===== src/rtl/lif_pkg.sv =====
// Shared types and constants for the spike-train decoder.
package lif_pkg;

    typedef enum logic {
        IDLE = 1'b0,
        RUN  = 1'b1
    } dec_state_t;

    localparam int         RATE_W  = 8;
    localparam int         ISI_W   = 8;
    localparam logic [7:0] SAT_MAX = 8'd255;

    // Add a single bit to an 8-bit count without wrapping past 255.
    function automatic logic [7:0] sat_add(input logic [7:0] a, input logic b);
        return (a == SAT_MAX) ? a : a + {7'd0, b};
    endfunction

endpackage


===== src/rtl/spike_isi_meter.sv =====
// Inter-spike interval meter: measures cycles between consecutive spike edges.
// Instantiated by spike_rate_decoder only when SPIKE_ISI_EN is defined.
module spike_isi_meter
    import lif_pkg::*;
(
    input  logic             clk,
    input  logic             rst_n,
    input  logic             run,
    input  logic             evt,
    output logic [ISI_W-1:0] isi,
    output logic             isi_valid
);

    logic             armed_q, armed_d;
    logic [ISI_W-1:0] ivl_cnt_q, ivl_cnt_d;
    logic [ISI_W-1:0] isi_q, isi_d;
    logic             isi_valid_q, isi_valid_d;

    // Count restarts at 1 on every edge so the next edge sees exactly t2-t1.
    always_comb begin
        armed_d     = armed_q;
        ivl_cnt_d   = ivl_cnt_q;
        isi_d       = isi_q;
        isi_valid_d = 1'b0;
        if (!run) begin
            armed_d   = 1'b0;
            ivl_cnt_d = '0;
        end else if (evt) begin
            if (armed_q) begin
                isi_d       = ivl_cnt_q;
                isi_valid_d = 1'b1;
            end
            armed_d   = 1'b1;
            ivl_cnt_d = 8'd1;
        end else if (armed_q) begin
            ivl_cnt_d = sat_add(ivl_cnt_q, 1'b1);
        end
    end

    always_ff @(posedge clk or negedge rst_n) begin
        if (!rst_n) begin
            armed_q     <= 1'b0;
            ivl_cnt_q   <= '0;
            isi_q       <= '0;
            isi_valid_q <= 1'b0;
        end else begin
            armed_q     <= armed_d;
            ivl_cnt_q   <= ivl_cnt_d;
            isi_q       <= isi_d;
            isi_valid_q <= isi_valid_d;
        end
    end

    assign isi       = isi_q;
    assign isi_valid = isi_valid_q;

endmodule


===== src/rtl/spike_rate_decoder.sv =====
// Spike-rate decoder: counts spike rising edges per 2^WIN_W-cycle window.
// Define SPIKE_ISI_EN to add the inter-spike interval outputs.
module spike_rate_decoder
    import lif_pkg::*;
#(
    parameter int WIN_W = 8
) (
    input  logic              clk,
    input  logic              rst_n,
    input  logic              en,
    input  logic              spike,
    output logic [RATE_W-1:0] rate,
    output logic              rate_valid,
`ifdef SPIKE_ISI_EN
    output logic [ISI_W-1:0]  isi,
    output logic              isi_valid,
`endif
    output logic              busy
);

    localparam logic [WIN_W-1:0] WIN_LAST = {WIN_W{1'b1}};

    dec_state_t        state_q, state_d;
    logic              spike_q;
    logic [WIN_W-1:0]  win_cnt_q, win_cnt_d;
    logic [RATE_W-1:0] spk_cnt_q, spk_cnt_d;
    logic [RATE_W-1:0] rate_q, rate_d;
    logic              rate_valid_q, rate_valid_d;
    logic              evt;
    logic              run_active;

    assign evt        = spike & ~spike_q;
    assign run_active = (state_q == RUN) && en;

    always_comb begin
        state_d      = state_q;
        win_cnt_d    = win_cnt_q;
        spk_cnt_d    = spk_cnt_q;
        rate_d       = rate_q;
        rate_valid_d = 1'b0;
        case (state_q)
            IDLE: begin
                win_cnt_d = '0;
                spk_cnt_d = '0;
                if (en) state_d = RUN;
            end
            RUN: begin
                // Leaving RUN throws away the partial window and this cycle's edge.
                if (!run_active) begin
                    state_d   = IDLE;
                    win_cnt_d = '0;
                    spk_cnt_d = '0;
                end else begin
                    win_cnt_d = win_cnt_q + 1'b1;
                    if (win_cnt_q == WIN_LAST) begin
                        rate_d       = sat_add(spk_cnt_q, evt);
                        rate_valid_d = 1'b1;
                        spk_cnt_d    = '0;
                    end else begin
                        spk_cnt_d = sat_add(spk_cnt_q, evt);
                    end
                end
            end
            default: state_d = IDLE;
        endcase
    end

    always_ff @(posedge clk or negedge rst_n) begin
        if (!rst_n) begin
            state_q      <= IDLE;
            spike_q      <= 1'b0;
            win_cnt_q    <= '0;
            spk_cnt_q    <= '0;
            rate_q       <= '0;
            rate_valid_q <= 1'b0;
        end else begin
            state_q      <= state_d;
            spike_q      <= spike;
            win_cnt_q    <= win_cnt_d;
            spk_cnt_q    <= spk_cnt_d;
            rate_q       <= rate_d;
            rate_valid_q <= rate_valid_d;
        end
    end

    assign rate       = rate_q;
    assign rate_valid = rate_valid_q;
    assign busy       = (state_q == RUN);

`ifdef SPIKE_ISI_EN
    spike_isi_meter u_isi (
        .clk       (clk),
        .rst_n     (rst_n),
        .run       (run_active),
        .evt       (evt),
        .isi       (isi),
        .isi_valid (isi_valid)
    );
`endif

endmodule


===== config.mk =====
export PLATFORM = sky130hd
export DESIGN_NAME = spike_rate_decoder
export DESIGN_NICKNAME = d
export VERILOG_FILES = /design/src/rtl/lif_pkg.sv /design/src/rtl/spike_isi_meter.sv /design/src/rtl/spike_rate_decoder.sv
export SDC_FILE = /design/constraint.sdc
export NUM_CORES = 1
export LEC_CHECK = 0
export ABC_AREA = 0
export ABC_CLOCK_PERIOD_IN_PS = 1900
export CAP_MARGIN = 20
export CORE_MARGIN = 2
export CORE_UTILIZATION = 40
export CTS_BUF_LIST = sky130_fd_sc_hd__clkbuf_8
export CTS_CLUSTER_DIAMETER = 80
export DETAILED_ROUTE_END_ITERATION = 6
export HOLD_SLACK_MARGIN = 0.06
export PLACE_DENSITY = 0.66
export SLEW_MARGIN = 10
export SYNTH_ARGS = -nofsm -noshare
export SYNTH_HDL_FRONTEND = slang
export SYNTH_SLANG_ARGS = --single-unit

===== constraint.sdc =====
create_clock -name clk -period 1.9 [get_ports clk]
set_clock_uncertainty 0.1 [all_clocks]
set_input_delay 0.285 -clock clk [delete_from_list [all_inputs] [get_ports clk]]
set_output_delay 0.285 -clock clk [all_outputs]
set_load 0.005 [all_outputs]

Word level (Yosys, flattened, before mapping)
Index checks and enable logic that the tools add are counted.
{"block": "word_totals", "ff_bits": 27, "latchBits": 0, "ram_bits": 0, "rom_bits": 0, "input_bits": 4, "word_cells": 27, "memories": 0}
{"block": "classes", "n_addsub": 2, "n_mul": 0, "div": 0, "magnitude_cmp": 0, "eq_ne": 2, "shift": 0, "n_mux": 12, "bitwise": 3, "reduce_logical": 2}
{"op": "2-to-1 mux 8 bit", "n": 4}
{"op": "case mux 8 bit (2 select lines)", "n": 2}
{"op": "equality test 8 bit (second input constant)", "n": 2}
{"op": "adder 8 x 1 -> 8 bit", "n": 1}
{"op": "adder 8 x 1 -> 8 bit (second input constant)", "n": 1}
{"op": "2-to-1 mux 1 bit", "n": 5}
{"op": "AND reduction 3 bit", "n": 1}
{"op": "inverter 1 bit", "n": 2}
{"op": "case mux 1 bit (2 select lines)", "n": 1}
{"op": "AND 1 bit", "n": 1}
{"op": "logical AND 1 bit", "n": 1}

Longest topological paths before layout
Gate-level depths: netlist of run 1.
{"block": "logic_depth", "ltp_word": 7, "ltp_mapped": 6, "ltp_nobuf": 5}

Worst setup path after synthesis of run 1
OpenSTA, ideal clock, no wires.
{"block": "synth_path", "kind": "register to register", "start": "reg win_cnt_q[0]", "end": "reg rate_q[3] (netlist: rate[3])", "setup_time_ps": 125, "arrival_time_ps": 1517, "required_time_ps": 1675, "path_slack_ps": 158, "path_stages_with_launch": 7, "path_buffers": 1, "path_cell_list": "dfrtp_1 ha_1 nand3_4 or3_1 buf_6 clkinv_4 mux2_4"}
{"block": "synth_via", "elab_chain_cells": 2}
{"element": "start: declaration", "line": "spike_rate_decoder.sv:25", "source": "logic [WIN_W-1:0] win_cnt_q, win_cnt_d;"}
{"element": "start signal: assignment", "line": "spike_rate_decoder.sv:79", "source": "win_cnt_q <= win_cnt_d;"}
{"element": "equality test 8 bit", "line": "spike_rate_decoder.sv:55", "source": "if (win_cnt_q == WIN_LAST) begin"}
{"element": "AND reduction 3 bit (no source line)"}
{"element": "end signal: assignment", "line": "spike_rate_decoder.sv:81", "source": "rate_q <= rate_d;"}
{"element": "end: declaration", "line": "spike_rate_decoder.sv:27", "source": "logic [RATE_W-1:0] rate_q, rate_d;"}
No other way between the ends.
A chain may end at the register's enable or synchronous reset.

Final worst setup path of run 1
{"block": "layout_path", "start": "in spike", "end": "reg rate_q[3] (netlist: rate[3])"}
{"block": "layout_via", "elab_chain_cells": 3}
{"element": "start: declaration", "line": "spike_rate_decoder.sv:11", "source": "input logic spike,"}
{"element": "AND 1 bit", "line": "spike_rate_decoder.sv:32", "source": "assign evt = spike & ~spike_q;"}
{"element": "adder 8 x 1 -> 8 bit", "line": "lif_pkg.sv:15", "source": "return (a == SAT_MAX) ? a : a + {7'd0, b};"}
{"element": "2-to-1 mux 8 bit"}
No other way between the ends.

==> results.md, run 1 <==
- Status: complete, no violations
- Mapped cell area: approximately 0.0012 mm^2
- Design area: between 0.0015 and 0.002 mm^2
- Detail Placement HPWL: around 1700 um
- Highest Clock Rate: approximately 0.56 GHz
- Avg Cell Area, Syn: approximately 11 um^2
- Hold_buf cts: 0
- Max-cap violation count: 0
- Setup bufs post-CTS: 0
- Drc violations: 0
- Area delta synth->final: 20.7%
- Register-to-register path setup slack: roughly 140 ps
- Type of the worst min-delay path: input port to asynchronous set/reset pin
- Predominant post-synthesis flop cell: dfrtp_1
- Final hold violations: 0
- N_diodes: 0
- Slew @ Worst Pin: around 390 ps
- DRT Wirelength: about 2300 um
- Warnings, synthesis: 0
- CTS H-Tree Depth: 1
- CP Launch Type: input port
- Die width: 59.8 um
- Initial antenna violation count: 0
- Bufs on Longest Clock Path: 2
- Number of global-route vias before repair: approximately 940
- Clk Latency, worst-skew pair: 260 ps
- Fill cells: roughly 280
- Clk root buf: clkbuf_8
- Die area: approximately 0.0036 mm^2
- Syn Nets: around 120
- RR Endpoint: rate[6]
- CTS sink cnt: 27
- Final Max Tran Viols: 0
- Seq. cell area: just under 700 um^2
- Via Count: approximately 940
- Cell taking the most area after synthesis: dfrtp_1
- IO buf count: 13
- Reg2reg start: win_cnt_q[0]
- Core footprint: around 0.003 mm^2
- TritonCTS Buffers: 3
- Peak VDD IR: around 0.67 mV
- Die height: between 50 and 60 um
- Final worst-path cycle share: roughly 95%
- CTS tree: built
- Final setup violation count: 0
- #FFs+latches synth: 27
- Routed len/inst: 13.9 um
- Largest net degree at the start of global routing: 28
- I/O pin count: 14
- CTS resizes: 0
- Routed Antenna Nets: 0
- Initial DRC Count: 70
- Share of the synthesized area in the top cell type: 54.3%
- GRT overflow: 0
- Worst r2r path cells: 5
- Fraction of layout cells with a size suffix above 1: between 10 and 15%
- Nature of the critical path endpoint: flip-flop
- Synth Instances: around 110
- Cell area power density: roughly 620 mW/mm^2
- DR vias/cell: roughly 5.6
- Total track usage: approximately 15%
- Seq/Total Area, Yosys: 54.3%
- Initial core utilization: 41.5%
- Final worst slack: 100 ps
- Area of the multi-input gates: 519 um^2
- Pre-Repair DR Iteration Count: 4
- Util after Layout: between 50% and 60%
- Worst slew margin: around 74%
- Crit-path max FO: 4
- Yosys cell types: 33
- Critical path class: input port to flip-flop
- Top cells by area, synth: dfrtp_1 54%, o31ai_1 6.0%, ha_1 3.0%
- Commonest non-fill, non-tap cell in the layout: dfrtp_1
- CP arrival: 1850 ps
- Req. time, crit path: about 2000 ps
- Final GP Congestion: ~0.82
- Site Rows: 20
- TNS Setup: 0 ps
- NumNets Final: 142
- Clk slew on worst S/H paths: 90 ps
- Leak: around 0.63 nW
- Most frequent cells in the layout: 27 x dfrtp_1, 13 x clkdlybuf4s50_1, 10 x o31ai_1
- Setup Slack @ Placement: -170 ps
- Min Tclk post-route: about 1800 ps
- First-pass GRT wire length: 4260 um
- Ys async rst share: 100%
- Placed inst area: 0.00145 mm^2
- Post-synth EDFFs: 0
[routing by layer]
metal | GRT usage (%) | vias up | wire [um]
met3 | 4.11 | 0 | 69
met2 | 25.8 | 11 | 1130
met5 | 0 | - | 0
li1 | - | 461 | -
met1 | 21.2 | 465 | 1120
met4 | 0.952 | 0 | 0
[report_power, final]
part	total (W)	internal [W]	switching, W
clock network	0.000309	0.000144	0.000165
registers	0.000583	0.000579	0.00000364
logic	0.0000427	0.0000173	0.0000254
[cell usage after synthesis, types with 2 or more instances]
library cell / instances
dfrtp_1: 27
o31ai_1: 10
a21oi_1: 6
nor2_1: 6
nand2_1: 5
o21ai_0: 5
inv_1: 4
nand3_1: 4
nand4_1: 4
nor3_1: 4
or3_1: 4
xor2_1: 4
clkbuf_1: 3
ha_1: 3
a31oi_1: 2
and4_1: 2
buf_2: 2
nor2b_1: 2
nor4_1: 2
o21a_1: 2
[state kept, by name (all words and copies together), names as in the netlist]
name,flops
win_cnt_q,8
rate_valid,1
spike_q,1
spk_cnt_q,8
busy,1
rate,8
[area by class of cell]
cell class                      count  area share (%)
Sequential cell                    27            45.0
Multi-Input combinational cell     76            34.6
Timing Repair Buffer               22            13.2
Clock buffer                        3            2.75
Tap cell                           33            2.75
Inverter                            5            1.58
Clock inverter                      1           0.250
[per-stage QoR]
stage	instances	hold slack, ps	total power (W)
6_report	167	283	0.000935
5_1_grt	167	333	0.000979
4_1_cts	167	295	0.000952
3_5_place_dp	163	368	0.000638
3_3_place_gp	163	366	0.000638
2_1_floorplan	114	-111	0.000608
[worst max-delay path: stages]
cell	delay, ps
clkdlybuf4s50_1	460
nor2b_1	160
ha_1	240
nand4_1	190
a22o_1	250
mux2_4	260
[kinds of logic (layout without fill, tap and decap cells)]
logic type,after synthesis,after routing,share of synthesized area (%)
simple gates,37,37,17.1
buf+inv,11,31,4.52
fa+ha+maj,3,3,3.02
compound gates,30,30,16.4
mux,1,1,1.21
xor+xnor,5,5,3.52
flops,27,27,54.3
[worst max-delay path by stage]
stage | startpoint | end | slack (ps) | cells after the start
2_1_floorplan | win_cnt_q[0] | rate[3] | 160 | 6
5_1_grt | spike | rate[3] | -0.9 | 6
3_5_place_dp | spike | rate[3] | -170 | 6
4_1_cts | spike | rate[3] | 110 | 6
3_3_place_gp | spike | rate[6] | -120 | 7
6_report | spike | rate[3] | 100 | 6
Power figures use the tool's default switching activity.
==> run 2, diff against run 1 <==
--- a/config.mk
+++ b/config.mk
@@ -9,12 +9,12 @@
 export ABC_CLOCK_PERIOD_IN_PS = 1900
 export CAP_MARGIN = 20
 export CORE_MARGIN = 2
-export CORE_UTILIZATION = 40
+export CORE_UTILIZATION = 51
 export CTS_BUF_LIST = sky130_fd_sc_hd__clkbuf_8
 export CTS_CLUSTER_DIAMETER = 80
 export DETAILED_ROUTE_END_ITERATION = 6
 export HOLD_SLACK_MARGIN = 0.06
-export PLACE_DENSITY = 0.66
+export PLACE_DENSITY = 0.8
 export SLEW_MARGIN = 10
 export SYNTH_ARGS = -nofsm -noshare
 export SYNTH_HDL_FRONTEND = slang
==> run 2 against run 1 <==
Compared with the run above: sequential share of layout area up 0.42 points; final area decreased by 0.92%; combinational power is 3% lower; maximum frequency rose by 1.2%; setup slack improved by 21 ps; count of clock-buffer cells in the layout did not move; largest power group unchanged.
==> results.md, run 2 (synthesized netlist as in run 1, its figures left out) <==
- Initial core utilization: 55.2% (+14 points)
- Max-cap violation count: 0 (unchanged)
- Routed Antenna Nets: 0 (unchanged)
- Hold Slack: 281 ps (-1.96 ps)
- Peak VDD IR: 0.488 mV (-27%)
- Crit-path max FO: 6 (+2)
- Die height: 53.4 um (-11%)
- Detail Placement HPWL: 1680 um (-0.70%)
- Largest net degree at the start of global routing: 28 (unchanged)
- Net Sw Power: 0.000198 W (+1.9%)
- Final worst-path cycle share: 93.6% (-1.1 points)
- CTS H-Tree Depth: 1 (unchanged)
- Seq. cell area: 676 um^2 (unchanged)
- CP arrival: 1840 ps (about the same)
- Routed len/inst: 15.0 um (+8.2%)
- Commonest non-fill, non-tap cell in the layout: dfrtp_1
- Area delta synth->final: 19.6%
- Req. time, crit path: 1960 ps (about the same)
- Final hold violations: 0 (unchanged)
- Nature of the critical path endpoint: flip-flop
- First-pass GRT wire length: 4160 um (-2.4%)
- Setup bufs post-CTS: 0 (unchanged)
- Critical path class: flip-flop to flip-flop
- M2 GR Usage: 34.0% (+8.2 points)
- Type of the worst min-delay path: input port to asynchronous set/reset pin
- DRT Wirelength: 2420 um (+4.3%)
- Power, Total: 0.000938 W (+0.30%)
- Total track usage: 20.4% (+4.9 points)
- Fraction of layout cells with a size suffix above 1: 13.5% (-0.65 points)
- Initial antenna violation count: 0 (unchanged)
- Bufs on Longest Clock Path: 2 (unchanged)
- Met1 Usage GRT: 26.9% (+5.6 points)
- Core footprint: 0.00225 mm^2 (-25%)
- Site Rows: 17 (-15%)
- Drc violations: 0 (unchanged)
- Clock Power Share: 33.5% (+0.4 points)
- CTS sink cnt: 27 (unchanged)
- Pre-Repair DR Iteration Count: 4 (unchanged)
- DR vias/cell: 5.90 (+5.2%)
- Highest Clock Rate: 0.562 GHz (+1.2%)
- Min Tclk post-route: 1780 ps (-21.0 ps)
- Status: complete, no violations
- Area of the multi-input gates: 519 um^2 (unchanged)
- Die area: 0.00285 mm^2 (-20%)
- Cell area power density: 630 mW/mm^2 (+1.2%)
- Most frequent cells in the layout: 27 x dfrtp_1, 13 x clkdlybuf4s50_1, 10 x o31ai_1
- TritonCTS Buffers: 3 (unchanged)
- Final Max Tran Viols: 0 (unchanged)
- IO buf count: 13 (unchanged)
- Slew @ Worst Pin: 383 ps (-7.00 ps)
- Via Count: 950 (+1.4%)
- GRT overflow: 0 (unchanged)
- CTS tree: built
- NumNets Final: 141 (-0.70%)
- Final setup violation count: 0 (unchanged)
- Logic gate share of total power: 4.4% (-0.2 points)
- Initial DRC Count: 18 (-74%)
- Number of global-route vias before repair: 902 (-3.8%)
- Cell Int Power: 0.000740 W (-0.11%)
- Hold_buf cts: 0 (unchanged)
- GRT busiest layer: met2
- Final GP Congestion: 0.787 (-3.9%)
- Worst slew margin: 74.2% (+0.60 points)
- Clk Latency, worst-skew pair: 270 ps (about the same)
- Die width: 53.4 um (-11%)
- Switching Share: 21.1% (+0.32 points)
- N_diodes: 0 (unchanged)
- Clk root buf: clkbuf_8
- Met3 Use GR: 3.39% (-0.72 points)
- Fill cells: 188 (-32%)
- CP Launch Type: flip-flop
- Register-to-register path setup slack: 120 ps (-20 ps)
- Seq pwr share: 62.1% (-0.2 points)
- TNS Setup: 0 ps (unchanged)
- I/O pin count: 14 (unchanged)
- Leak: 0.620 nW (-0.84%)
- Clk slew on worst S/H paths: 90 ps (about the same)
run 2: changes by cell type in the layout (fill, tap and decap cells not counted), sizes merged:
cell / change
buf: -1
run 2: per-stage QoR:
| stage | cell area (um^2) | instances | worst slack [ps] | utilization, % |
|---|---|---|---|---|
| 6_report | 1490 | 161 | 121 | 66.0 |
| 5_1_grt | 1490 | 161 | -10.3 | 66.0 |
| 4_1_cts | 1480 | 161 | 104 | 65.8 |
| 3_5_place_dp | 1440 | 157 | -125 | 63.8 |
| 3_3_place_gp | 1440 | 157 | -75.0 | 63.8 |
| 2_1_floorplan | 1240 | 114 | 158 | - |
run 2: routing by layer:
layer | share of wire, % | up-vias
met5 | 0 | -
met4 | 0.66 | 0
met3 | 3.2 | 2
met2 | 50 | 22
met1 | 46 | 467
li1 | - | 459
run 2: worst paths after layout:
path,depth (start not counted),endpoint,startpoint
max in group asynchronous,2,busy,rst_n
worst min register to register,1,win_cnt_q[0],win_cnt_q[0]
worst max register to register,5,rate[7],win_cnt_q[0]
worst min-delay path,2,rate[5],rst_n
min in group clk,1,spike_q,spike
worst max-delay path,5,rate[7],win_cnt_q[0]
run 2: what timing repair did:
| item | 4_1_cts | 5_1_grt |
|---|---|---|
| gates resized for setup | 0 | 1 |
| endpoints found under the hold margin | 0 | 0 |
| endpoints found under the setup margin | 0 | 1 |
run 2: worst max-delay path: stages, from the launching register on:
cell and delay, ps:
dfrtp_1 380, ha_1 290, nand3_4 90, or3_1 380, buf_4 190, o31ai_1 240
run 2: area by class of cell:
| cell class | instances | area share [%] |
|---|---|---|
| inverter | 5 | 1.60 |
| timing repair buffer | 21 | 12.8 |
| sequential | 27 | 45.4 |
| clock inverter | 1 | 0.252 |
| multi-input combinational | 76 | 34.9 |
| tap | 28 | 2.35 |
| clock buffer | 3 | 2.77 |
run 2: power groups by stage:
stage	Clock [W]	Combinational (W)	Sequential [W]
after floorplan	0	0.0000143	0.000593
after global placement	0	0.0000417	0.000594
after detailed placement	0	0.0000427	0.000594
after CTS	0.000322	0.0000426	0.000582
after global routing	0.000341	0.0000472	0.000583
final	0.000314	0.0000415	0.000583
